===== config.mk =====
export PLATFORM = sky130hd
export DESIGN_NAME = digi_ota_array
export DESIGN_NICKNAME = d
export VERILOG_FILES = /design/src/rtl/digi_ota_array.sv
export SDC_FILE = /design/constraint.sdc
export NUM_CORES = 1
export LEC_CHECK = 0
export BUFFER_PORTS_ARGS = -buffer_cell sky130_fd_sc_hd__buf_2
export CAP_MARGIN = 20
export CORE_MARGIN = 1.5
export CORE_UTILIZATION = 56
export CTS_BUF_LIST = sky130_fd_sc_hd__clkbuf_8
export DETAILED_ROUTE_END_ITERATION = 12
export GPL_TIMING_DRIVEN = 0
export PLACE_DENSITY = 0.78
export SLEW_MARGIN = 20
export SYNTH_ARGS = -nofsm -noshare
export SYNTH_HDL_FRONTEND = slang
export SYNTH_SLANG_ARGS = --single-unit

===== constraint.sdc =====
create_clock -name clk -period 2.4 [get_ports clk]
set_clock_uncertainty 0.1 [all_clocks]
set_input_delay 0.48 -clock clk [delete_from_list [all_inputs] [get_ports clk]]
set_output_delay 0.48 -clock clk [all_outputs]
set_load 0.01 [all_outputs]

===== src/rtl/digi_ota_array.sv =====
// rtl/digi_ota_array.sv - multi-channel clocked digital OTA with debounce, hold release and transition counters
// Optional per-channel transition counters are built when DIGI_OTA_CNT_EN is defined.
module digi_ota_array #(
    parameter int N_CH        = 4,
    parameter int SYNC_STAGES = 2,
    parameter int DEB_CYCLES  = 3,
    parameter int HOLD_CYCLES = 15,
    parameter int CW          = 8,
    localparam int SELW       = (N_CH > 1) ? $clog2(N_CH) : 1
) (
    input  logic            clk,
    input  logic            rst_n,
    input  logic            ena,
    input  logic [N_CH-1:0] vip,
    input  logic [N_CH-1:0] vin,
    output logic [N_CH-1:0] out_val,
    output logic [N_CH-1:0] out_oe,
    output logic [N_CH-1:0] chg,
    input  logic [SELW-1:0] cnt_sel,
    input  logic            cnt_clr,
    output logic [CW-1:0]   cnt_q
);

    typedef enum logic [1:0] {
        IDLE  = 2'd0,
        DRV_H = 2'd1,
        DRV_L = 2'd2
    } drv_state_t;

    localparam logic [7:0] DEB_L  = 8'(DEB_CYCLES);
    localparam logic [7:0] HOLD_L = 8'(HOLD_CYCLES);

    logic [SYNC_STAGES-1:0][N_CH-1:0] r_sync_p;
    logic [SYNC_STAGES-1:0][N_CH-1:0] r_sync_n;
    logic [N_CH-1:0] w_s_vip;
    logic [N_CH-1:0] w_s_vin;

    drv_state_t      r_state     [N_CH];
    drv_state_t      w_nxt_state [N_CH];
    logic [N_CH-1:0] r_tgt;
    logic [N_CH-1:0] w_nxt_tgt;
    logic [7:0]      r_dcnt      [N_CH];
    logic [7:0]      w_nxt_dcnt  [N_CH];
    logic [7:0]      r_hcnt      [N_CH];
    logic [7:0]      w_nxt_hcnt  [N_CH];
    logic [N_CH-1:0] w_nxt_oe;
    logic [N_CH-1:0] w_nxt_val;
    logic [N_CH-1:0] w_chg;
    logic [N_CH-1:0] w_entry;
    logic [N_CH-1:0] r_out_val;
    logic [N_CH-1:0] r_out_oe;
    logic [N_CH-1:0] r_chg;
    logic [CW-1:0]   w_cnt_q;

    // Synchronisers only honour rst_n; they keep sampling while ena is low.
    always_ff @(posedge clk) begin
        if (!rst_n) begin
            r_sync_p <= '0;
            r_sync_n <= '0;
        end else begin
            r_sync_p <= {r_sync_p[SYNC_STAGES-2:0], vip};
            r_sync_n <= {r_sync_n[SYNC_STAGES-2:0], vin};
        end
    end

    assign w_s_vip = r_sync_p[SYNC_STAGES-1];
    assign w_s_vin = r_sync_n[SYNC_STAGES-1];

    always_comb begin
        w_nxt_tgt = r_tgt;
        w_nxt_oe  = '0;
        w_nxt_val = '0;
        w_chg     = '0;
        w_entry   = '0;
        for (int i = 0; i < N_CH; i++) begin
            logic       v_dec;
            logic       v_dir;
            logic       v_same;
            logic [7:0] v_run;
            w_nxt_state[i] = r_state[i];
            w_nxt_dcnt[i]  = r_dcnt[i];
            w_nxt_hcnt[i]  = r_hcnt[i];
            v_dec  = w_s_vip[i] ^ w_s_vin[i];
            v_dir  = w_s_vip[i];
            v_same = (r_state[i] == DRV_H && v_dir) || (r_state[i] == DRV_L && !v_dir);
            v_run  = 8'd1;
            if (v_dec) begin
                w_nxt_hcnt[i] = 8'd0;
                if (v_same) begin
                    w_nxt_tgt[i]  = 1'b0;
                    w_nxt_dcnt[i] = 8'd0;
                end else begin
                    if (r_dcnt[i] != 8'd0 && r_tgt[i] == v_dir)
                        v_run = r_dcnt[i] + 8'd1;
                    if (v_run == DEB_L) begin
                        w_nxt_state[i] = v_dir ? DRV_H : DRV_L;
                        w_nxt_tgt[i]   = 1'b0;
                        w_nxt_dcnt[i]  = 8'd0;
                        w_entry[i]     = 1'b1;
                    end else begin
                        w_nxt_tgt[i]  = v_dir;
                        w_nxt_dcnt[i] = v_run;
                    end
                end
            end else begin
                w_nxt_tgt[i]  = 1'b0;
                w_nxt_dcnt[i] = 8'd0;
                // HOLD_CYCLES of 0 disables release, so the hold counter stays idle.
                if (r_state[i] == IDLE || HOLD_L == 8'd0) begin
                    w_nxt_hcnt[i] = 8'd0;
                end else if (r_hcnt[i] + 8'd1 == HOLD_L) begin
                    w_nxt_state[i] = IDLE;
                    w_nxt_hcnt[i]  = 8'd0;
                end else begin
                    w_nxt_hcnt[i] = r_hcnt[i] + 8'd1;
                end
            end
            w_nxt_oe[i]  = (w_nxt_state[i] != IDLE);
            w_nxt_val[i] = (w_nxt_state[i] == DRV_H) ? 1'b1 :
                           (w_nxt_state[i] == DRV_L) ? 1'b0 : r_out_val[i];
            w_chg[i]     = (w_nxt_oe[i] != r_out_oe[i]) || (w_nxt_val[i] != r_out_val[i]);
        end
    end

    always_ff @(posedge clk) begin
        if (!rst_n || !ena) begin
            r_tgt     <= '0;
            r_out_val <= '0;
            r_out_oe  <= '0;
            r_chg     <= '0;
            for (int i = 0; i < N_CH; i++) begin
                r_state[i] <= IDLE;
                r_dcnt[i]  <= 8'd0;
                r_hcnt[i]  <= 8'd0;
            end
        end else begin
            r_tgt     <= w_nxt_tgt;
            r_out_val <= w_nxt_val;
            r_out_oe  <= w_nxt_oe;
            r_chg     <= w_chg;
            for (int i = 0; i < N_CH; i++) begin
                r_state[i] <= w_nxt_state[i];
                r_dcnt[i]  <= w_nxt_dcnt[i];
                r_hcnt[i]  <= w_nxt_hcnt[i];
            end
        end
    end

`ifdef DIGI_OTA_CNT_EN
    logic [CW-1:0] r_cnt [N_CH];

    always_ff @(posedge clk) begin
        if (!rst_n || !ena || cnt_clr) begin
            for (int i = 0; i < N_CH; i++)
                r_cnt[i] <= '0;
        end else begin
            for (int i = 0; i < N_CH; i++)
                if (w_entry[i] && r_cnt[i] != {CW{1'b1}})
                    r_cnt[i] <= r_cnt[i] + CW'(1);
        end
    end

    // Selecting by comparison keeps an out-of-range cnt_sel at zero.
    always_comb begin
        w_cnt_q = '0;
        for (int i = 0; i < N_CH; i++)
            if (cnt_sel == SELW'(i))
                w_cnt_q = r_cnt[i];
    end
`else
    logic w_unused;
    assign w_unused = ^{cnt_sel, cnt_clr, w_entry};
    assign w_cnt_q  = '0;
`endif

    assign out_val = r_out_val;
    assign out_oe  = r_out_oe;
    assign chg     = r_chg;
    assign cnt_q   = w_cnt_q;

endmodule


==> results of run 1 <==
critical path, stage by stage (launching register included):
cell and delay [ns]:
sky130_fd_sc_hd__dfxtp_4 0.38, sky130_fd_sc_hd__ha_4 0.18, sky130_fd_sc_hd__a311o_1 0.27, sky130_fd_sc_hd__o21ai_2 0.06
sky130_fd_sc_hd__nand3_1 0.09, sky130_fd_sc_hd__a211o_1 0.33, sky130_fd_sc_hd__a311o_1 0.40, sky130_fd_sc_hd__a21oi_2 0.23
sky130_fd_sc_hd__nor2b_2 0.19, sky130_fd_sc_hd__o21ai_1 0.06
final timing paths:
kind	start	to	slack, ns	cells after the start
hold reg to reg	r_sync_n[1]	w_s_vin[1]	0.34	1
setup reg to reg	r_dcnt[2][0]	out_val[2]	-0.003	9
hold / removal	vin[3]	r_sync_n[3]	0.21	2
setup / recovery	r_dcnt[2][0]	out_val[2]	-0.003	9
cell usage in the layout, fill, tap and decap left out, drive strengths merged, types with 8 or more instances in the layout:
master / Yosys / layout
dfxtp: 104 / 104
nor2: 87 / 87
buf: 11 / 47
nand2: 36 / 36
nand3: 34 / 34
xor2: 33 / 33
inv: 27 / 27
a21oi: 25 / 25
and2: 22 / 22
and3: 20 / 20
xnor2: 19 / 19
o21ai: 18 / 18
ha: 16 / 16
clkbuf: 3 / 13
nor3: 8 / 8
conb: 1 / 8
nor4: 8 / 8
flip-flops by register name, summed over array words and instances, names as in the netlist:
register	flops
chg	4
out_oe	4
out_val	4
r_dcnt	32
r_hcnt	32
r_state	8
r_sync_n	4
r_sync_p	4
r_tgt	4
w_s_vin	4
w_s_vip	4
stage by stage:
step / instances / setup slack (ns) / power [mW]
after global routing: 719 / -0.1158 / 2.960
after floorplan: 563 / 0.02245 / 1.853
final: 719 / -0.002595 / 2.843
after detailed placement: 690 / -0.2082 / 1.879
after global placement: 690 / -0.1708 / 1.875
after CTS: 714 / -0.02121 / 2.874
cell usage after synthesis (8+ instances only):
cell | instances | share of area
sky130_fd_sc_hd__nor3_1 | 8 | 0.0082
sky130_fd_sc_hd__a21oi_1 | 24 | 0.025
sky130_fd_sc_hd__nand3_1 | 34 | 0.035
sky130_fd_sc_hd__buf_4 | 8 | 0.012
sky130_fd_sc_hd__nand2_1 | 36 | 0.028
sky130_fd_sc_hd__and3_1 | 18 | 0.023
sky130_fd_sc_hd__xnor2_1 | 19 | 0.034
sky130_fd_sc_hd__nor2_1 | 87 | 0.067
sky130_fd_sc_hd__dfxtp_1 | 104 | 0.43
sky130_fd_sc_hd__xor2_1 | 33 | 0.060
sky130_fd_sc_hd__ha_1 | 16 | 0.041
sky130_fd_sc_hd__and2_1 | 21 | 0.027
sky130_fd_sc_hd__inv_1 | 27 | 0.021
sky130_fd_sc_hd__nor4_1 | 8 | 0.010
sky130_fd_sc_hd__o21ai_0 | 15 | 0.015
per-layer routing:
metal / track usage / vias up / share of wire
met3: 0.06319 / 10 / 0.034
met1: 0.2522 / 1773 / 0.47
met4: 0.06495 / 0 / 0.011
li1: - / 1978 / -
met5: 0 / - / 0
met2: 0.3369 / 65 / 0.49
logic make-up (layout without fill, tap and decap cells):
| logic type | count (synthesis) | count (layout) |
|---|---|---|
| compound gates | 81 | 81 |
| other cells | 1 | 8 |
| mux | 3 | 3 |
| xor+xnor | 52 | 52 |
| flops | 104 | 104 |
| fa+ha+maj | 22 | 22 |
| simple gates | 252 | 252 |
| buf+inv | 41 | 92 |
where the power goes:
group,switching [mW],internal [mW],total [mW]
registers,0.0133,1.73,1.75
logic,0.0525,0.0428,0.0952
clock network,0.570,0.431,1.00
total,0.636,2.21,2.84
layout make-up:
| class | instances | share of cell area |
|---|---|---|
| Tap cell | 105 | 0.02344 |
| Inverter | 27 | 0.01808 |
| Clock buffer | 11 | 0.02701 |
| Sequential cell | 104 | 0.3766 |
| Multi-Input combinational cell | 418 | 0.4940 |
| Clock inverter | 5 | 0.005580 |
| Buffer | 13 | 0.01696 |
| Timing Repair Buffer | 36 | 0.03839 |
repair_timing:
action,CTS,global route
gates resized for setup,21,35
setup endpoints to repair,7,16
pin swaps,10,21
buffers inserted,8,6
==> impl_metrics.env, run 1 <==
export IMPL_number_of_hold_slack_violations_in_the_final_timing_report=0
export IMPL_drc=0
export IMPL_average_routed_wire_per_standard_cell_microns=12.79
export IMPL_io_buffers=22
export IMPL_cts_htree_levels=3
export IMPL_ioPinCount=34
export IMPL_postSynth_topFlopCell="sky130_fd_sc_hd__dfxtp_1"
export IMPL_rows=33
export IMPL_setup_viol_count_final=1
export IMPL_synth_cell_type_count=60
export IMPL_crit_fanout=5
export IMPL_layout_worst_path_cycle_share=1.001
export IMPL_timing_critical_path_required_ns=2.56
export IMPL_core_area_sq_um=8299
export IMPL_die_width_microns=96.13
export IMPL_layout_drive_gt1_share=0.1906
export IMPL_hpwl_microns=6255
export IMPL_insertedDiodeCount=0
export IMPL_finalNetCount=639
export IMPL_area_growth_syn_to_layout_pct=15.40
export IMPL_max_clock_freq_ghz=0.4162
export IMPL_start_util=0.5853
export IMPL_final_max_slew_viol_count=0
export IMPL_via_density_per_instance=5.321
export IMPL_crit_path_end_kind="register"
export IMPL_rsz0062_at_grt="yes"
export IMPL_floorplan_die_area_sq_um=9241
export IMPL_synth_cells=556
export IMPL_layout_min_cycle_time_ns=2.403
export IMPL_routed_via_count=3826
export IMPL_grt_antenna_before_repair=0
export IMPL_area_occupied_by_multi_input_gates_sq_um=2769
export IMPL_detailedRoute_firstPassIterationCount=4
export IMPL_ys_seq_elements=104
export IMPL_seq_area_sq_um=2111
export IMPL_drv_max_cap_violation_count=0
export IMPL_violations="negative setup slack"
export IMPL_holdWs_ns=0.2145
export IMPL_cts_root_buffer_cell="sky130_fd_sc_hd__clkbuf_8"
export IMPL_outcome="finished, violations left"
export IMPL_cts_buffers_inserted=9
export IMPL_clk_latency_ns=0.36
export IMPL_first_global_vias=3446
export IMPL_synth_xor_area_frac=0.09377
export IMPL_grt_pass1_wl_microns=14700
export IMPL_critPathLaunchType="register"
export IMPL_synth_compound_area_frac=0.1128
export IMPL_antenna_violating_nets_post_route=0
export IMPL_chipHeight_microns=96.13
export IMPL_clk_transition_reported_paths_ns=0.09
export IMPL_yosysWarnings=0
export IMPL_timing_critical_path_arrival_ns=2.56
export IMPL_layout_filler_cells=661
export IMPL_max_vdd_ir_drop_mv=0.4181
export IMPL_final_util=0.6754
export IMPL_place_congestion=0.8662
export IMPL_cellPowerDensity_nw_per_um2=507.2
export IMPL_timing_setup_tns_ns=-0.002595
export IMPL_yosysSeqAreaShare=0.4286
export IMPL_postPlaceCellArea_sq_um=5125
export IMPL_synth_mux_area_frac=0.006698
export IMPL_synth_adder_area_share=0.05358
export IMPL_tritoncts="yes"
export IMPL_total_congestion_overflow=0
export IMPL_static_leakage_power_nw=2.113
export IMPL_synth_edff_count=0
export IMPL_hold_path_class="input pin to register"
export IMPL_postCtsHoldBufs=0
export IMPL_maximum_number_of_pins_on_one_net_before_global_route_repair=17
export IMPL_critical_path_class="register to register"
export IMPL_drt_first_iter_violations=163
export IMPL_cts_max_path_buffers=2
export IMPL_route_final_wire_length_microns=9194
export IMPL_synth_avg_cell_area_sq_um=8.736
export IMPL_yosys_area_share_simple=0.2604
export IMPL_synth_top_family_by_area="simple AND/OR/NAND/NOR gates"
export IMPL_netlist_area_sq_um=4857
export IMPL_synth_async_reset_ratio=0
export IMPL_design_area_sq_um=5605
export IMPL_grt_util_all_layers=0.2038
export IMPL_cts_sinks=104
export IMPL_final_setup_worst_slack_ns=-0.002595
Note: power is estimated with default switching activity, not from simulation.
==> run 2: changes to the inputs <==
--- a/config.mk
+++ b/config.mk
@@ -8,11 +8,12 @@
 export BUFFER_PORTS_ARGS = -buffer_cell sky130_fd_sc_hd__buf_2
 export CAP_MARGIN = 20
 export CORE_MARGIN = 1.5
-export CORE_UTILIZATION = 56
+export CORE_UTILIZATION = 62
 export CTS_BUF_LIST = sky130_fd_sc_hd__clkbuf_8
+export CTS_CLUSTER_DIAMETER = 50
 export DETAILED_ROUTE_END_ITERATION = 12
 export GPL_TIMING_DRIVEN = 0
-export PLACE_DENSITY = 0.78
+export PLACE_DENSITY = 0.82
 export SLEW_MARGIN = 20
 export SYNTH_ARGS = -nofsm -noshare
 export SYNTH_HDL_FRONTEND = slang
==> constraint.sdc (replaced) <==
create_clock -name clk -period 2.75 [get_ports clk]
set_clock_uncertainty 0.1 [all_clocks]
set_input_delay 0.55 -clock clk [delete_from_list [all_inputs] [get_ports clk]]
set_output_delay 0.55 -clock clk [all_outputs]
set_load 0.01 [all_outputs]
==> run 2 against run 1 <==
Against the previous run:
- the flow now finishes without violations
- sequential share of layout area is 1.5 points higher
- critical path depth unchanged
- clock power is 7% lower
- sequential power is 13% lower
- global-route usage rose by 2.2 points
- utilization is 2.0 points higher
- largest cell class unchanged
==> impl_metrics.env, run 2 (synthesis results as in run 1) <==
export IMPL_critPathLaunchType="register"
export IMPL_cts_max_path_buffers=2
export IMPL_static_leakage_power_nw=2.027
export IMPL_maximum_number_of_pins_on_one_net_before_global_route_repair=16
export IMPL_floorplan_die_area_sq_um=8374
export IMPL_start_util=0.6351
export IMPL_tritoncts="yes"
export IMPL_tightest_slew_ns=0.5617
export IMPL_critical_path_class="register to register"
export IMPL_place_congestion=0.8810
export IMPL_timing_critical_path_required_ns=2.96
export IMPL_max_vdd_ir_drop_mv=0.3582
export IMPL_cp_top_family="compound AO/OA/AOI/OAI gates"
export IMPL_layout_worst_path_cycle_share=0.9410
export IMPL_total_congestion_overflow=0
export IMPL_grt_util_all_layers=0.2258
export IMPL_detailedPlace_worstSlack_ns=0.1493
export IMPL_postPlaceCellArea_sq_um=5121
export IMPL_cts_sinks=104
export IMPL_pwr_share_seq=0.604
export IMPL_cts_buffers_inserted=9
export IMPL_hold_path_class="input pin to register"
export IMPL_layout_commonest_cell="sky130_fd_sc_hd__dfxtp_1"
export IMPL_clkPwrFrac=0.366
export IMPL_drt_first_iter_violations=138
export IMPL_cts_root_buffer_cell="sky130_fd_sc_hd__clkbuf_8"
export IMPL_fraction_of_power_consumed_by_combinational_cells=0.030
export IMPL_rows=32
export IMPL_ioPinCount=34
export IMPL_drc=0
export IMPL_outcome="finished, final reports clean"
export IMPL_average_routed_wire_per_standard_cell_microns=12.40
export IMPL_routed_via_count=3764
export IMPL_via_density_per_instance=5.362
export IMPL_maxSlewHeadroom=0.6216
export IMPL_cell_breakdown_of_the_critical_path="ha_2, nand3_1, o21ai_2, nand3_1, a211o_1, a311o_1, a21oi_2, mux2_2, a31o_1"
export IMPL_final_setup_worst_slack_ns=0.1622
export IMPL_drv_max_cap_violation_count=0
export IMPL_chipHeight_microns=91.51
export IMPL_insertedDiodeCount=0
export IMPL_layout_drive_gt1_share=0.1067
export IMPL_holdWs_ns=0.2869
export IMPL_crit_path_end_kind="register"
export IMPL_biggestRegsByFlops="r_dcnt (32), r_hcnt (32), r_state (8)"
export IMPL_rsz0062_at_grt="no"
export IMPL_hpwl_microns=6398
export IMPL_grt_antenna_before_repair=0
export IMPL_timing_setup_tns_ns=0
export IMPL_placedCellCount=687
export IMPL_max_clock_freq_ghz=0.3864
export IMPL_layout_filler_cells=636
export IMPL_design_area_sq_um=5320
export IMPL_critical_path_most_common_cell="sky130_fd_sc_hd__nand3_1"
export IMPL_io_buffers=22
export IMPL_slowest_delay_ns=0.40
export IMPL_antenna_violating_nets_post_route=0
export IMPL_detailedRoute_firstPassIterationCount=4
export IMPL_layout_cells_non_filler=702
export IMPL_setup_viol_count_final=0
export IMPL_clk_transition_reported_paths_ns=0.10
export IMPL_route_final_wire_length_microns=8706
export IMPL_die_width_microns=91.51
export IMPL_power_switching_share=0.2157
export IMPL_crit_fanout=6
export IMPL_clk_latency_ns=0.37
export IMPL_final_max_slew_viol_count=0
export IMPL_library_cell_contributing_the_largest_single_delay_on_the_critical_path="sky130_fd_sc_hd__dfxtp_1"
export IMPL_p_total_mw=2.531
export IMPL_layout_common_cells="sky130_fd_sc_hd__dfxtp_1, sky130_fd_sc_hd__nor2_1, sky130_fd_sc_hd__nand2_1"
export IMPL_cellPowerDensity_nw_per_um2=475.7
export IMPL_critical_path_buf_inv_count=0
export IMPL_layout_min_cycle_time_ns=2.588
export IMPL_first_global_vias=3651
export IMPL_internal_power_mw=1.985
export IMPL_finalNetCount=626
export IMPL_cts_htree_levels=3
export IMPL_grt_pass1_wl_microns=15400
export IMPL_timing_critical_path_arrival_ns=2.80
export IMPL_switching_power_total_mw=0.5458
export IMPL_number_of_hold_slack_violations_in_the_final_timing_report=0
export IMPL_area_growth_syn_to_layout_pct=9.531
export IMPL_final_util=0.6957
export IMPL_core_area_sq_um=7647
-- run 2: power by group through the flow --
| stage | clock network, mW | logic [mW] | registers [mW] |
|---|---|---|---|
| 4_1_cts | 0.950 | 0.0766 | 1.53 |
| 3_5_place_dp | 0 | 0.0764 | 1.56 |
| 3_3_place_gp | 0 | 0.0737 | 1.56 |
| 5_1_grt | 1.02 | 0.0879 | 1.53 |
| 2_1_floorplan | 0 | 0.0568 | 1.56 |
| 6_report | 0.927 | 0.0765 | 1.53 |
-- run 2: routing by layer --
layer  track usage  up-vias  part of all wire
met5             0        -                 0
met4       0.09505        0             0.015
met3       0.05025       14             0.033
met2        0.3837       54              0.48
met1        0.2738     1733              0.47
li1              -     1963                 -
-- run 2: repair_timing --
item                       in CTS  in global routing
buffers inserted                0                  0
resized for setup               0                  3
setup endpoints to repair       0                  2
hold buffers                    0                  0
-- run 2: cell type report --
cell class	count	area [sq um]	share of cell area
flip-flops and latches	104	2083	0.3916
repair buffers	22	110.1	0.02070
well taps	102	127.6	0.02399
plain buffers	14	108.9	0.02046
multi-input cells	418	2601	0.4889
inverters	27	101.3	0.01905
clock buffers	10	137.6	0.02587
clock inverters	5	50.05	0.009407
-- run 2: worst paths after layout --
kind                            slack (ns)          end         start  cells past startpoint
worst max-delay path                  0.16       chg[2]  r_dcnt[2][1]                      9
worst min register to register        0.34   w_s_vip[0]   r_sync_p[0]                      1
worst max register to register        0.16       chg[2]  r_dcnt[2][1]                      9
worst min-delay path                  0.29  r_sync_n[0]        vin[0]                      2
==> run 3: changes to the inputs <==
--- a/config.mk
+++ b/config.mk
@@ -5,8 +5,9 @@
 export SDC_FILE = /design/constraint.sdc
 export NUM_CORES = 1
 export LEC_CHECK = 0
-export BUFFER_PORTS_ARGS = -buffer_cell sky130_fd_sc_hd__buf_2
+export BUFFER_PORTS_ARGS = -buffer_cell sky130_fd_sc_hd__buf_4
 export CAP_MARGIN = 20
+export CORE_ASPECT_RATIO = 2
 export CORE_MARGIN = 1.5
 export CORE_UTILIZATION = 62
 export CTS_BUF_LIST = sky130_fd_sc_hd__clkbuf_8
==> run 3 against run 2 <==
Against the previous run:
- clock power up 11%
- sequential cell count unchanged
- critical path type unchanged
- largest power group unchanged
- non-clock buffer count unchanged
- highest routed layer unchanged
- hold slack worse by 0.00075 ns
- power grew 4.4%
- global-route usage increased by 1.5 points
- count of clock-buffer cells in the layout increased by 1
- critical path depth unchanged
- die area rose by 0.38%
- sequential share of layout area is 0.57 points lower
==> impl_metrics.env, run 3 (synthesis results as in run 1) <==
export IMPL_outcome="finished, final reports clean"
export IMPL_cts_sinks=104
export IMPL_rsz0062_at_grt="no"
export IMPL_static_leakage_power_nw=2.049
export IMPL_average_routed_wire_per_standard_cell_microns=13.28
export IMPL_crit_path_end_kind="register"
export IMPL_maximum_number_of_pins_on_one_net_before_global_route_repair=16
export IMPL_finalNetCount=626
export IMPL_floorplan_die_area_sq_um=8406
export IMPL_ioPinCount=34
export IMPL_tritoncts="yes"
export IMPL_rows=45
export IMPL_library_cell_contributing_the_largest_single_delay_on_the_critical_path="sky130_fd_sc_hd__dfxtp_1"
export IMPL_number_of_hold_slack_violations_in_the_final_timing_report=0
export IMPL_max_clock_freq_ghz=0.3902
export IMPL_worst_reg2reg_setup_slack_ns=0.19
export IMPL_cts_buffers_inserted=9
export IMPL_grt_pass1_wl_microns=16040
export IMPL_io_buffers=22
export IMPL_clk_transition_reported_paths_ns=0.09
export IMPL_layout_common_cells="sky130_fd_sc_hd__dfxtp_1, sky130_fd_sc_hd__nor2_1, sky130_fd_sc_hd__nand2_1"
export IMPL_maxSlewHeadroom=0.6254
export IMPL_tightest_slew_ns=0.5561
export IMPL_critical_path_buf_inv_count=0
export IMPL_source_of_the_worst_register_to_register_timing_path="r_dcnt[2][0]"
export IMPL_detailedPlace_worstSlack_ns=0.1168
export IMPL_core_area_sq_um=7601
export IMPL_critPathLaunchType="register"
export IMPL_insertedDiodeCount=0
export IMPL_timing_critical_path_arrival_ns=2.78
export IMPL_start_util=0.6390
export IMPL_layout_drive_gt1_share=0.1067
export IMPL_clk_latency_ns=0.37
export IMPL_crit_fanout=6
export IMPL_chipHeight_microns=128.2
export IMPL_route_final_wire_length_microns=9213
export IMPL_detailedRoute_firstPassIterationCount=4
export IMPL_setup_viol_count_final=0
export IMPL_cell_breakdown_of_the_critical_path="ha_2, nand3_1, xor2_1, nand4_1, a211o_1, a311o_1, a21oi_2, mux2_2, a31o_1"
export IMPL_layout_filler_cells=626
export IMPL_grt_util_all_layers=0.2407
export IMPL_first_global_vias=3928
export IMPL_drv_max_cap_violation_count=0
export IMPL_max_vdd_ir_drop_mv=0.5201
export IMPL_hold_depth=2
export IMPL_via_density_per_instance=5.591
export IMPL_cts_htree_levels=3
export IMPL_r2r_worst_path_cells=9
export IMPL_cp_top_family="compound AO/OA/AOI/OAI gates"
export IMPL_drc=0
export IMPL_hpwl_microns=6984
export IMPL_layout_min_cycle_time_ns=2.563
export IMPL_min_delay_worst_endpoint="r_sync_p[1]"
export IMPL_holdWs_ns=0.2862
export IMPL_cts_root_buffer_cell="sky130_fd_sc_hd__clkbuf_8"
export IMPL_final_max_slew_viol_count=0
export IMPL_drt_first_iter_violations=158
export IMPL_r2r_end="chg[2]"
export IMPL_cts_max_path_buffers=2
export IMPL_hold_path_class="input pin to register"
export IMPL_antenna_violating_nets_post_route=0
export IMPL_die_width_microns=65.59
export IMPL_cellPowerDensity_nw_per_um2=489.6
export IMPL_layout_commonest_cell="sky130_fd_sc_hd__dfxtp_1"
export IMPL_total_congestion_overflow=0
export IMPL_slowest_delay_ns=0.40
export IMPL_timing_setup_tns_ns=0
export IMPL_place_congestion=0.7996
export IMPL_critical_path_class="register to register"
export IMPL_holdCritStartpoint="vip[1]"
export IMPL_biggestRegsByFlops="r_dcnt (32), r_hcnt (32), r_state (8)"
export IMPL_timing_critical_path_required_ns=2.97
export IMPL_routed_via_count=3880
export IMPL_layout_worst_path_cycle_share=0.9318
export IMPL_area_growth_syn_to_layout_pct=11.08
export IMPL_final_setup_worst_slack_ns=0.1875
export IMPL_grt_antenna_before_repair=0
[run 3: per-layer routing]
layer / wire [microns] / share of wire / up-vias / GRT usage
li1: - / - / 1962 / -
met1: 3523 / 0.38 / 1822 / 0.2340
met2: 5227 / 0.57 / 79 / 0.4604
met3: 284 / 0.031 / 17 / 0.05970
met4: 178 / 0.019 / 0 / 0.1042
met5: 0 / 0 / - / 0
[run 3: final cells by class]
| type | instances | area, sq um | area share |
|---|---|---|---|
| well taps | 94 | 117.6 | 0.02180 |
| repair buffers | 22 | 165.2 | 0.03061 |
| inverters | 27 | 101.3 | 0.01878 |
| multi-input cells | 418 | 2600 | 0.4819 |
| flip-flops and latches | 104 | 2082 | 0.3859 |
| clock inverters | 4 | 68.82 | 0.01276 |
| clock buffers | 11 | 151.4 | 0.02806 |
| plain buffers | 14 | 108.9 | 0.02018 |
[run 3: stage by stage]
stage | std cells | cell area, sq um | util | power (mW)
3_5_place_dp | 679 | 5166 | 0.6797 | 1.645
2_1_floorplan | 563 | 4883 | - | 1.617
6_report | 694 | 5395 | 0.7098 | 2.641
4_1_cts | 694 | 5386 | 0.7086 | 2.669
3_3_place_gp | 679 | 5166 | 0.6797 | 1.640
5_1_grt | 694 | 5395 | 0.7098 | 2.750
[run 3: how the worst max path moves through the flow]
stage,from,end,cells past startpoint
2_1_floorplan,r_dcnt[2][0],chg[2],9
3_3_place_gp,r_dcnt[2][0],chg[2],9
3_5_place_dp,r_dcnt[2][0],chg[2],9
4_1_cts,r_dcnt[2][0],chg[2],9
5_1_grt,r_dcnt[2][0],chg[2],10
6_report,r_dcnt[2][0],chg[2],9
[run 3: power breakdown]
part	total (mW)	switching, mW	internal [mW]
clock	1.03	0.479	0.553
sequential	1.53	0.0103	1.52
combinational	0.0820	0.0438	0.0382
[run 3: worst reg2reg max path, delay by kind of cell (launching register included)]
kind | cells | cell delay [ns]
adders and majority gates | 1 | 0.26
AOI/OAI and AO/OA | 4 | 1.06
muxes | 1 | 0.18
xor gates and xnor gates | 1 | 0.24
and+or+nand+nor | 2 | 0.29
DFF | 1 | 0.40
[run 3: timing repair]
| action | in CTS | in global routing |
|---|---|---|
| endpoints found under the setup margin | 0 | 4 |
| resized for setup | 0 | 2 |
| buffers inserted | 0 | 0 |
| hold buffers | 0 | 0 |
